[config.mk]
export PLATFORM = sky130hd
export DESIGN_NAME = rt_recovery_ctrl
export DESIGN_NICKNAME = d
export VERILOG_FILES = /design/src/rtl/rt_recovery_ctrl.sv
export SDC_FILE = /design/constraint.sdc
export NUM_CORES = 1
export LEC_CHECK = 0
export ABC_AREA = 1
export CORE_AREA = 2 2 116 118
export DETAILED_ROUTE_END_ITERATION = 7
export DIE_AREA = 0 0 118 120
export PLACE_DENSITY = 0.91
export SLEW_MARGIN = 5
export SYNTH_ARGS = -nofsm -noshare
export SYNTH_HDL_FRONTEND = slang
export SYNTH_SLANG_ARGS = --single-unit
[constraint.sdc]
create_clock -name i_clock -period 3.5 [get_ports i_clock]
set_input_delay 0.7 -clock i_clock [delete_from_list [all_inputs] [get_ports i_clock]]
set_output_delay 0.7 -clock i_clock [all_outputs]
set_load 0.02 [all_outputs]
[src/rtl/rt_recovery_ctrl.sv]
// rt_recovery_ctrl: sequences squash/halt recovery after retire and keeps the retired-instruction count.
// Optional perf counters (squash_count, block_cycles) are built only when RT_RECOVERY_PERF_EN is defined.
`ifndef XLEN
`define XLEN 32
`endif

module rt_recovery_ctrl #(
  parameter int unsigned FLUSH_CYCLES = 2
) (
  input  logic               i_clock,
  input  logic               i_reset,
  input  logic [2:0]         i_rt_valid,
  input  logic               i_squash_flag,
  input  logic [`XLEN-1:0]   i_squash_pc,
  input  logic               i_halt,
  input  logic               i_sq_empty,
  output logic               o_flush_all,
  output logic               o_fetch_redirect,
  output logic [`XLEN-1:0]   o_fetch_redirect_pc,
  output logic               o_retire_block,
  output logic               o_halted,
  output logic [63:0]        o_retired_count,
  output logic [31:0]        o_squash_count,
  output logic [31:0]        o_block_cycles
);

  typedef enum logic [1:0] {
    ST_RUN        = 2'd0,
    ST_FLUSH      = 2'd1,
    ST_HALT_DRAIN = 2'd2,
    ST_HALTED     = 2'd3
  } state_t;

  localparam logic [3:0] FLUSH_LOAD = 4'(FLUSH_CYCLES - 1);

  function automatic logic [1:0] popcount3(input logic [2:0] v);
    popcount3 = {1'b0, v[0]} + {1'b0, v[1]} + {1'b0, v[2]};
  endfunction

  state_t             r_state;
  logic [3:0]         r_flush_cnt;
  logic               r_flush_all;
  logic               r_fetch_redirect;
  logic [`XLEN-1:0]   r_redirect_pc;
  logic               r_retire_block;
  logic               r_halted;
  logic [63:0]        r_retired_count;
  logic [63:0]        w_retire_inc;

  assign w_retire_inc = {62'd0, popcount3(i_rt_valid)};

  // Recovery FSM; outputs are registered alongside the state they belong to.
  always_ff @(posedge i_clock) begin
    if (i_reset) begin
      r_state          <= ST_RUN;
      r_flush_cnt      <= 4'd0;
      r_flush_all      <= 1'b0;
      r_fetch_redirect <= 1'b0;
      r_redirect_pc    <= '0;
      r_retire_block   <= 1'b0;
      r_halted         <= 1'b0;
      r_retired_count  <= 64'd0;
    end else begin
      r_fetch_redirect <= 1'b0;
      case (r_state)
        ST_RUN: begin
          // Slots retiring in the triggering cycle still count.
          r_retired_count <= r_retired_count + w_retire_inc;
          if (i_halt) begin
            r_state        <= ST_HALT_DRAIN;
            r_retire_block <= 1'b1;
            r_flush_all    <= 1'b0;
          end else if (i_squash_flag) begin
            r_state          <= ST_FLUSH;
            r_redirect_pc    <= i_squash_pc;
            r_flush_cnt      <= FLUSH_LOAD;
            r_flush_all      <= 1'b1;
            r_fetch_redirect <= 1'b1;
            r_retire_block   <= 1'b1;
          end else begin
            r_retire_block <= 1'b0;
            r_flush_all    <= 1'b0;
          end
        end
        ST_FLUSH: begin
          if (r_flush_cnt == 4'd0) begin
            r_state        <= ST_RUN;
            r_flush_all    <= 1'b0;
            r_retire_block <= 1'b0;
          end else begin
            r_flush_cnt <= r_flush_cnt - 4'd1;
          end
        end
        ST_HALT_DRAIN: begin
          if (i_sq_empty) begin
            r_state  <= ST_HALTED;
            r_halted <= 1'b1;
          end else begin
            r_state <= ST_HALT_DRAIN;
          end
        end
        ST_HALTED: begin
          r_state <= ST_HALTED;
        end
        default: begin
          r_state        <= ST_RUN;
          r_flush_all    <= 1'b0;
          r_retire_block <= 1'b0;
          r_halted       <= 1'b0;
        end
      endcase
    end
  end

  assign o_flush_all         = r_flush_all;
  assign o_fetch_redirect    = r_fetch_redirect;
  assign o_fetch_redirect_pc = r_redirect_pc;
  assign o_retire_block      = r_retire_block;
  assign o_halted            = r_halted;
  assign o_retired_count     = r_retired_count;

`ifdef RT_RECOVERY_PERF_EN
  logic [31:0] r_squash_count;
  logic [31:0] r_block_cycles;
  logic        w_squash_accept;

  assign w_squash_accept = (r_state == ST_RUN) && !i_halt && i_squash_flag;

  // Performance counters: accepted squashes and cycles spent blocking retirement.
  always_ff @(posedge i_clock) begin
    if (i_reset) begin
      r_squash_count <= 32'd0;
      r_block_cycles <= 32'd0;
    end else begin
      if (w_squash_accept) begin
        r_squash_count <= r_squash_count + 32'd1;
      end else begin
        r_squash_count <= r_squash_count;
      end
      if (r_retire_block) begin
        r_block_cycles <= r_block_cycles + 32'd1;
      end else begin
        r_block_cycles <= r_block_cycles;
      end
    end
  end

  assign o_squash_count = r_squash_count;
  assign o_block_cycles = r_block_cycles;
`else
  assign o_squash_count = 32'd0;
  assign o_block_cycles = 32'd0;
`endif

endmodule

======== After elaboration in Yosys (flattened, before gate mapping) ========
Cells that the tools add are included.
word-level totals
  output and inout bits ................... 164
  word-level logic and storage cells ...... 46
  bits in registers ....................... 106
cells by class
  $add $sub $neg .......................... 4
  equal/unequal tests ..................... 8
  reductions and logical operators ........ 9
  mux-type cells .......................... 15
  bitwise logic cells ..................... 2
operators with widths
  operator                                              number
  adder 64 x 2 -> 64 bit                                1
  two-way mux 4 bit                                     3
  != test 2 bit (second input constant)                 4
  one-hot mux 2 bit (4 select lines)                    1
  one-hot mux 4 bit (2 select lines)                    1
  two-way mux 2 bit                                     3
  AND reduction 2 bit                                   3
  two-way mux 1 bit                                     5
  equality test 2 bit (second input constant)           2
  zero test 4 bit                                       1
  one-hot mux 1 bit (2 select lines)                    2
  AND reduction 4 bit                                   1
  subtractor 4 x 1 -> 4 bit (second input constant)     1
  != test 3 bit (second input constant)                 1
  AND reduction 3 bit                                   1
  adder 1 x 1 -> 2 bit                                  1
  adder 2 x 1 -> 2 bit                                  1
  equality test 2 x 1 -> 1 bit (second input constant)  1
  zero test 2 bit                                       1
  NOT 1 bit                                             2
  nonzero test 2 bit                                    1
  OR reduction 2 bit                                    1

======== Depth between registers and ports, before layout ========
  depth in word-level cells ............... 3
  gate-level depth with buffers ........... 13
  mapped depth without buffers ............ 13

======== Least setup slack after synthesis ========
No wires, ideal clock.
  path kind ............................... input-to-reg
  start ................................... in i_rt_valid[0]
  end ..................................... reg r_retired_count[54] (netlist: o_retired_count[54])
  buffers on the path ..................... 0
  library setup time ...................... 0.110 ns
  setup slack ............................. 0.782 ns
  data arrival time ....................... 2.608 ns
  stages .................................. 12
  path through ............................ fa_1 ha_1 inv_1 fa_1 inv_1 nand3_4 nor2_4 nand3b_1 nor2_2 nand4_1 nand2_1 nor2_1
between the ends
  cells in the longest elaborated chain, start to end .. 3
RTL lines
  element                 RTL line  text
  from (decl)             12        input logic [2:0] i_rt_valid,
  adder 1 x 1 -> 2 bit    37        popcount3 = {1'b0, v[0]} + {1'b0, v[1]} + {1'b0, v[2]};
  adder 2 x 1 -> 2 bit    37
  adder 64 x 2 -> 64 bit  68        r_retired_count <= r_retired_count + w_retire_inc;
  to (signal assigned)    68
  to (decl)               47        logic [63:0] r_retired_count;
Every way passes these cells.
A chain may end at the register's enable or synchronous reset.

======== Final worst setup path ========
  start ................................... in i_rt_valid[0]
  end ..................................... reg r_retired_count[42] (netlist: o_retired_count[42])
The elaborated chain is that of the path after synthesis.

==> summary.md <==
| Metric | Value |
|---|---|
| Post-CTS setup buffers | `0` |
| Worst Path Required | `approximately 3.7 ns` |
| Relative slew slack | `0.489` |
| Setup TNS | `0 ns` |
| Power Density | `between 300 and 400 nW/um2` |
| Die Footprint | `about 14000 um2` |
| Clock root buffer | `clkbuf_16` |
| Setup ws final | `about 0.38 ns` |
| Worst-case clock buffer depth | `2` |
| Mapped Area | `around 5800 um2` |
| Setup slack at placement | `roughly 0.11 ns` |
| Area leader, netlist | `dfxtp_1` |
| Core ar. | `around 13000 um2` |
| Async set-or-reset flop fraction in the synthesized netlist | `0` |
| DR pass1 iterations | `5` |
| Reg2reg path depth | `12` |
| Ports | `about 200` |
| Area delta synth->final | `28.8%` |
| Most frequent cells in the layout | `nand2_1 (217), clkdlybuf4s50_1 (139), nor2_1 (135), dfxtp_1 (106), inv_1 (86)` |
| Layout filler cell count | `~1200` |
| Max IR drop VDD | `356 uV` |
| Post-route DRC | `0` |
| CTS HTree Levels | `3` |
| Fin crit share | `0.891` |
| Cell variety after synth | `35` |
| Worst hold path type | `flip-flop to flip-flop` |
| Grt total ovfl | `0` |
| Fin Hold WS | `between 0.4 and 0.5 ns` |
| Max Freq | `approximately 0.32 GHz` |
| Largest net degree at the start of global routing | `43` |
| Hold-fix buffers at CTS | `0` |
| CTS tree | `built` |
| # rows | `42` |
| HPWL Detailed | `about 12 mm` |
| Gate Count Post-Synth | `about 860` |
| Later-pin clock latency in the skew report | `roughly 0.36 ns` |
| First-pass GRT wire length | `approximately 26 mm` |
| I/O Buffers | `139` |
| Initial antenna violation count | `0` |
| Min-Delay Path Depth | `2` |
| Worst Max-Slew Pin Slew | `0.765 ns` |
| Status | `completed` |
| Slew Limit Fails | `0` |
| Post-synth EDFFs | `0` |
| Vert. Die Dim | `about 120 um` |
| Ys flop type | `dfxtp_1` |
| Overall Global Routing Usage | `0.228` |
| Worst Setup Start Kind | `input port` |
| Post-synth top area share | `0.366` |
| Vias in the first global route | `around 5500` |
| Syn_area_per_cell | `6.73 um2` |
| Post-CTS Resized | `0` |
| Crit path capture type | `flip-flop` |
| Hold Vio Cnt, Final | `0` |
| Cell leakage power | `between 2 and 3 nW` |
| DRT antenna net count | `0` |
| Worst-path clk slew | `approximately 0.070 ns` |
| MaxCap Viol Count | `0` |
| RePlAce Congestion | `0.939` |
| CTS buffer count | `9` |
| RSZ-0062 raised after global routing | `no` |
| Via/cell ratio | `roughly 5.0` |
| Final min period | `roughly 3.1 ns` |
| Warnings from Yosys | `0` |
| Synth top area cells | `dfxtp_1 (37%), nand2_1 (14%), nor2_1 (8.7%)` |
| Clk sinks | `about 110` |
| Initial core utilization | `0.447` |
| Clk_skew | `0.00688 ns` |
| Drt wl/cell | `13.8 um` |
| Ant. Diodes | `0` |
| Most common cell after layout, fill and taps aside | `nand2_1` |
| Crit path max fanout | `5` |
| Initial detailed-routing violation count | `390` |
| Sequential area share after synthesis | `0.366` |
| Share of cells above drive strength 1 | `0.0499` |
| Final nets | `approximately 1000` |
| Final Setup Violations | `0` |
| Setup CP Type | `input port to flip-flop` |
| Vias | `between 5000 and 6000` |
| FF+latch count, synth | `~110` |
| DRT Wirelength | `approximately 16 mm` |
| Die width | `around 120 um` |
| CP arrival | `roughly 3.4 ns` |
-- power breakdown --
| part | internal [mW] | total (mW) | switching, mW | leakage, nW |
|---|---|---|---|---|
| logic | 0.130 | 0.348 | 0.218 | 1.94 |
| clock network | 0.649 | 1.12 | 0.472 | 0.160 |
| registers | 1.24 | 1.27 | 0.0266 | 0.859 |
-- cells by family (layout without fill, tap and decap cells) --
kind of cell,after synthesis,count (layout),share of synthesized area
and+or+nand+nor,504,504,0.389
buffers and inverters,169,247,0.152
DFF,106,106,0.366
AOI/OAI and AO/OA,61,61,0.0561
xor gates and xnor gates,14,14,0.0212
adders and majority gates,6,6,0.0155
other,1,64,0.000647
-- path summary, 6_finish.rpt --
kind	startpoint	end	slack [ns]
worst min register to register	o_fetch_redirect_pc[9]$_SDFFE_PP0P_	o_fetch_redirect_pc[9]$_SDFFE_PP0P_	0.47
worst max-delay path	i_rt_valid[0]	o_retired_count[42]$_SDFFE_PP0P_	0.38
worst max register to register	o_retired_count[0]$_SDFFE_PP0P_	o_retired_count[42]$_SDFFE_PP0P_	0.90
worst min-delay path	o_fetch_redirect_pc[9]$_SDFFE_PP0P_	o_fetch_redirect_pc[9]$_SDFFE_PP0P_	0.47
-- critical path, stage by stage --
cell and delay, ns:
clkdlybuf4s50_1 0.44, fa_1 0.55, ha_1 0.16, inv_1 0.06
fa_1 0.40, inv_1 0.14, nand3_4 0.12, nor2_2 0.17
nand3b_1 0.16, nor2_2 0.23, nand3_1 0.10, nand2_1 0.09
nor2_1 0.04
-- synthesized netlist by cell type, types with 12 or more instances --
| library cell | n |
|---|---|
| nand4_1 | 30 |
| buf_4 | 64 |
| nor2_1 | 135 |
| nand3_1 | 71 |
| inv_1 | 87 |
| nand2_1 | 217 |
| nor3_1 | 16 |
| o21ai_0 | 23 |
| dfxtp_1 | 106 |
| a21oi_1 | 27 |
| clkbuf_1 | 12 |
-- cell type report --
cell class | count | area [um2] | share of cell area
multi-input combinational | 649 | 3030 | 0.406
timing repair buffer | 143 | 1430 | 0.192
clock inverter | 6 | 88.8 | 0.0119
inverter | 88 | 330 | 0.0442
sequential | 106 | 2120 | 0.284
clock buffer | 10 | 239 | 0.0320
tap | 176 | 220 | 0.0295
-- registers in the layout, summed over array words and instances, names as in the netlist --
name,cells
o_fetch_redirect,1
o_fetch_redirect_pc,32
o_flush_all,1
o_halted,1
o_retire_block,1
o_retired_count,64
r_flush_cnt,4
r_state,2
-- metal layers --
metal | up-vias | global-route usage | wire, um | part of all wire
li1 | 2880 | - | - | -
met1 | 2662 | 0.261 | 6440 | 0.40
met2 | 277 | 0.399 | 7810 | 0.48
met3 | 42 | 0.0575 | 1440 | 0.089
met4 | 0 | 0.105 | 558 | 0.034
met5 | - | 0 | 0 | 0
-- metrics by stage --
stage	area (um2)	instances	total power, mW	utilization
finish	7470	1178	2.74	0.575
global route	7470	1178	2.84	0.575
CTS	7470	1178	2.75	0.575
detailed placement	7140	1162	1.64	0.550
global placement	7140	1162	1.63	0.550
floorplan	6030	924	1.56	-
Note: power is estimated with default switching activity, not from simulation.
